## src/rtl/adder_five_bits_pkg.sv

```systemverilog
// Shared constants for the 5-bit adder slice.
package adder_five_bits_pkg;

  localparam int unsigned ADDER_WIDTH = 5;

endpackage : adder_five_bits_pkg

```

## src/rtl/adder_five_bits_full_adder.sv

```systemverilog
// Single-bit full-adder cell used as one stage of the ripple carry chain.
module full_adder (
  output logic s,
  output logic cOut,
  input  logic a,
  input  logic b,
  input  logic cIn
);

  logic p;

  // Propagate term is shared by the sum and the carry logic.
  always_comb begin
    p    = a ^ b;
    s    = p ^ cIn;
    cOut = (a & b) | (cIn & p);
  end

endmodule : full_adder

```

## src/rtl/adder_five_bits.sv

```systemverilog
// Registered WIDTH-bit ripple-carry adder with carry-in and carry-out.
// Outputs update one clock after the operands are sampled.
module adder_five_bits
  import adder_five_bits_pkg::*;
#(
  parameter int unsigned WIDTH = ADDER_WIDTH
) (
  input  logic             clk,
  input  logic             reset,
  output logic [WIDTH-1:0] sum,
  output logic             carryOut,
  input  logic [WIDTH-1:0] A,
  input  logic [WIDTH-1:0] B,
  input  logic             carryIn
);

  logic [WIDTH:0]   carry_chain;
  logic [WIDTH-1:0] sum_d;
  logic [WIDTH-1:0] sum_q;
  logic             carry_d;
  logic             carry_q;

  assign carry_chain[0] = carryIn;

  for (genvar i = 0; i < WIDTH; i++) begin : g_fa
    full_adder u_fa (
      .s    (sum_d[i]),
      .cOut (carry_chain[i+1]),
      .a    (A[i]),
      .b    (B[i]),
      .cIn  (carry_chain[i])
    );
  end

  assign carry_d = carry_chain[WIDTH];

  // Output register; synchronous reset discards any in-flight result.
  always_ff @(posedge clk) begin
    if (reset) begin
      sum_q   <= '0;
      carry_q <= 1'b0;
    end else begin
      sum_q   <= sum_d;
      carry_q <= carry_d;
    end
  end

  assign sum      = sum_q;
  assign carryOut = carry_q;

endmodule : adder_five_bits

```

## config.mk

```make
export PLATFORM = sky130hd
export DESIGN_NAME = adder_five_bits
export DESIGN_NICKNAME = d
export VERILOG_FILES = /design/src/rtl/adder_five_bits_pkg.sv /design/src/rtl/adder_five_bits_full_adder.sv /design/src/rtl/adder_five_bits.sv
export SDC_FILE = /design/constraint.sdc
export NUM_CORES = 1
export LEC_CHECK = 0
export ABC_AREA = 0
export CORE_AREA = 2 2 39 41
export CTS_CLUSTER_SIZE = 28
export DETAILED_ROUTE_END_ITERATION = 10
export DIE_AREA = 0 0 41 43
export MAX_ROUTING_LAYER = met4
export PLACE_DENSITY = 0.56
export SYNTH_ARGS = -nofsm -noshare
export SYNTH_HDL_FRONTEND = slang
export SYNTH_SLANG_ARGS = --single-unit
```

## constraint.sdc

```tcl
create_clock -name clk -period 2 [get_ports clk]
set_input_delay 0.2 -clock clk [delete_from_list [all_inputs] [get_ports clk]]
set_output_delay 0.2 -clock clk [all_outputs]
set_load 0.01 [all_outputs]
```

* Word-level counts from Yosys, hierarchy flattened *
Cells that the tools add are included.

storage, ports and cells
  register bits = 6
  input port bits = 13
  output and inout port bits = 6

cells by class
  bitwise gates (word level) = 25

operator list
  cell               count
  1-bit AND          10
  1-bit bitwise XOR  10
  1-bit bitwise OR   5

* Depth between registers and ports, before layout *
Gate-level depths: netlist of the first run.

  word-level depth = 11
  gate-level depth with buffers = 9

* By module *
Synthesis of the first run repeated with hierarchy kept, for this count alone.

unflattened totals
  cell total of the unflattened synthesis = 17
  area total of the unflattened synthesis = 257.7 um2

modules (own cells, without submodules)
  module           times used  cells each  area an instance (um2)  sequential area each (um2)
  adder_five_bits  1           12          157.7                   120.1
  full_adder       5           1           20.0                    0.0

* Worst setup path after synthesis of the first run *
No wires, ideal clock.

  path kind = in2reg
  start point = input A[0]
  end point = register sum_q[4], in the netlist sum[4]
  setup time = 0.064 ns
  arrival time = 2.097 ns
  slack = -0.161 ns
  stages on the path = 9
  path through = inv_1 -> fa_1 -> inv_1 -> fa_1 -> fa_1 -> fa_1 -> inv_1 -> fa_1 -> nor2_1

on the way
  longest elaborated chain between the ends = 10
  elaborated cells on any way between the ends = 11
  those cells by class = bitwise: 11

RTL lines
  item                    RTL line                          source
  start: declaration      adder_five_bits.sv:12             input logic [WIDTH-1:0] A,
  1-bit bitwise XOR       adder_five_bits_full_adder.sv:14  p = a ^ b;
  1-bit AND               adder_five_bits_full_adder.sv:16  cOut = (a & b) | (cIn & p);
  1-bit bitwise OR *      adder_five_bits_full_adder.sv:16
  1-bit AND *             adder_five_bits_full_adder.sv:16
  1-bit bitwise OR *      adder_five_bits_full_adder.sv:16
  1-bit AND *             adder_five_bits_full_adder.sv:16
  1-bit bitwise OR *      adder_five_bits_full_adder.sv:16
  1-bit AND *             adder_five_bits_full_adder.sv:16
  1-bit bitwise OR *      adder_five_bits_full_adder.sv:16
  1-bit bitwise XOR *     adder_five_bits_full_adder.sv:15  s = p ^ cIn;
  end signal: assignment  adder_five_bits.sv:43             sum_q <= sum_d;
  end: declaration        adder_five_bits.sv:19             logic [WIDTH-1:0] sum_q;

Mark *: on every way between the ends. The rest lies on a longest branch, timed or not.
A chain may end at the register's enable or synchronous reset.

* Final worst setup path of the first run *
Ends and elaborated chain as after synthesis.

==> qor.txt, run 1 <==
Setup violators final: 0
Hold Fails Final Rpt: 0
CP Cell Sequence: buf_6 -> inv_4 -> fa_2 -> inv_2 -> fa_2 -> fa_2 -> fa_2 -> inv_2 -> fa_1 -> nor2_1
CTS tree: built
Outcome: finished, final reports clean
Clock power share: 31.5%
Max_slew headroom: 86.0%
Routability-driven placement congestion ratio: 0.600
NetSw: 74.0 µW
Sink Count: 6
Largest family of logic cells by synthesized area: adder cells
Xor and xnor area share after synthesis: 0%
Hold endpoint: sum[0]
Aggregate global-route resource usage: 6.66%
Final min period: 1.93 ns
H-Tree Depth: 1
Initial core utilization: 20.0%
Via Count: 219
Largest net degree at the start of global routing: 7
Worst path max stage delay: 0.39 ns
Pleak: 0.000220 µW
Post-synthesis mux area share: 0%
Clock-pin transition on the worst setup and hold timing paths: 0.04 ns
Routed WL: 431 µm
Adder-Cell Fraction of Synth Area: 36.2%
YS warnings: 0
Root buffer cell: clkbuf_4
Layout cell share with drive strength beyond 1: 33.3%
DR vias/cell: 3.59
Hold_sp: carryIn
Required time worst endpoint: 2.18 ns
Iter 0 DRT Violations: 1
Post-Syn Area: 277 µm²
WP data arrival: 2.10 ns
Switching Fraction: 22.1%
Critical path peak fanout: 1
Post-synthesis simple-gate area fraction: 10.9%
Combinational share of power: 27.6%
Register area share after synthesis: 43.4%
Worst Hold Depth: 4
Distinct cell type count after synthesis: 5
Area growth, synth to finish: 85.5%
Slew @ Worst Pin: 0.209 ns
Seq pwr share: 40.9%
Max cap viols: 0
CTS Hold Bufs: 0
Power per standard cell area: 653 nW/µm²
Number of global-route vias before repair: 197
Max Buffers Root-to-Sink: 2
Crit. Startpoint: A[0]
Synthesized flop and latch total: 6
Setup bufs post-CTS: 0
Core ar.: 1380 µm²
DR pass1 iterations: 4
Mapped Cells: 24
Slew Limit Fails: 0
Pwr Total: 335 µW
Diodes inserted: 0
FP Rows: 14
First-pass GRT wire length: 710 µm
Pint: 261 µW
Max Clk Rate: 0.519 GHz
Placed Cells: 58
Kind of critical path: in -> reg
RSZ-0062 raised after global routing: no
Crit-path most repeated cell: fa_2
Layout Cells excl Fill: 61
Compound-Gate Fraction of Synth Area: 0%
Die H: 43 µm
WL/cell: 7.07 µm
Net count of the mapped netlist: 42
Initial antenna violation count: 0
Post-DP HPWL: 388 µm
Slowest cell on crit path: fa_1
CP Capture Type: flop
Worst VDD drop: 0.169 mV
Crit start category: primary input
HP Class: in -> reg
Inserted Clock Buffers: 3
Grt total ovfl: 0
I/O pin count: 19
Syn_area_per_cell: 11.5 µm²
Remaining antenna violation count: 0
DIE AREA: 1760 µm²
Post-route DRC: 0
Port Buffers: 18
Die W: 41 µm
Nets@finish: 65
Tcrit/Tclk final: 96.4%
## state kept, by name, indices dropped and copies added (netlist names)
register / count
carryOut: 1
sum: 5
## metal layers
| metal | GRT usage (%) | part of all wire, % |
|---|---|---|
| met1 | 5.33 | 34 |
| met2 | 10.3 | 60 |
| met3 | 1.57 | 6.0 |
| met4 | 8.00 | 0 |
| met5 | - | 0 |
## cells by family after synthesis
family                   after synthesis
adder cells (fa/ha/maj)                5
buffers and inverters                  7
AND/OR/NAND/NOR                        6
flip-flops                             6
## cell usage after synthesis
library cell  n  share of area [%]
fa_1          5                 36
nor2b_1       3                6.8
inv_1         7                9.5
nor2_1        3                4.1
dfxtp_1       6                 43
## metrics by stage
step	setup TNS [ns]	instance area (µm²)	util [%]	hold slack (ns)	setup WS (ns)
after global routing	0	513	37.1	0.369	0.0120
after detailed placement	-1.24	482	34.8	0.870	-0.569
after floorplan	-0.0784	282	-	0.267	-0.0784
final	0	513	37.1	0.357	0.0716
after global placement	-1.16	482	34.8	0.867	-0.544
after CTS	-0.0419	513	37.1	0.352	-0.0419
## worst max-delay path: cells and delay by family
family        cells  cell delay (ns)
buf+inv           4             0.24
simple gates      1             0.08
fa+ha+maj         5             1.60
## layout by cell type, fill, tap and decap left out, drive strengths merged
cell	n
clkdlybuf4s50	13
dfxtp	6
fa	5
buf	3
dlygate4sd2	2
clkbuf	3
inv	7
nor2	3
nor2b	3
## worst max-delay path by stage
stage                         to  cells past startpoint
after detailed placement  sum[4]                     10
after global routing      sum[4]                     10
after floorplan           sum[4]                      9
after CTS                 sum[4]                     10
final                     sum[4]                     10
after global placement    sum[4]                     10
## what timing repair did
| item | 4_1_cts | 5_1_grt |
|---|---|---|
| gates resized for setup | 23 | 0 |
| setup endpoints to repair | 3 | 1 |
| pin swaps | 6 | 6 |
## cell type report
| cell class | instances | area (µm²) |
|---|---|---|
| clock buffers | 3 | 22.5 |
| fillers | 149 | 871 |
| inverters | 7 | 28.8 |
| multi-input cells | 11 | 140 |
| flip-flops and latches | 6 | 120 |
| well taps | 16 | 20.0 |
| repair buffers | 18 | 181 |
## power groups by stage
| stage | clock network, µW | registers [µW] | logic [µW] |
|---|---|---|---|
| after floorplan | 0 | 147 | 25.3 |
| after global placement | 0 | 139 | 90.1 |
| after detailed placement | 0 | 139 | 91.2 |
| after CTS | 111 | 137 | 95.1 |
| after global routing | 118 | 137 | 104 |
| final | 106 | 137 | 92.5 |
Note: power is estimated with default switching activity, not from simulation.
==> run 2, diff against run 1 <==
SLEW_MARGIN = 20   (was unset)
==> results of run 2 <==
Same layout as run 1: the final DEF is identical, and so are final timing and power.
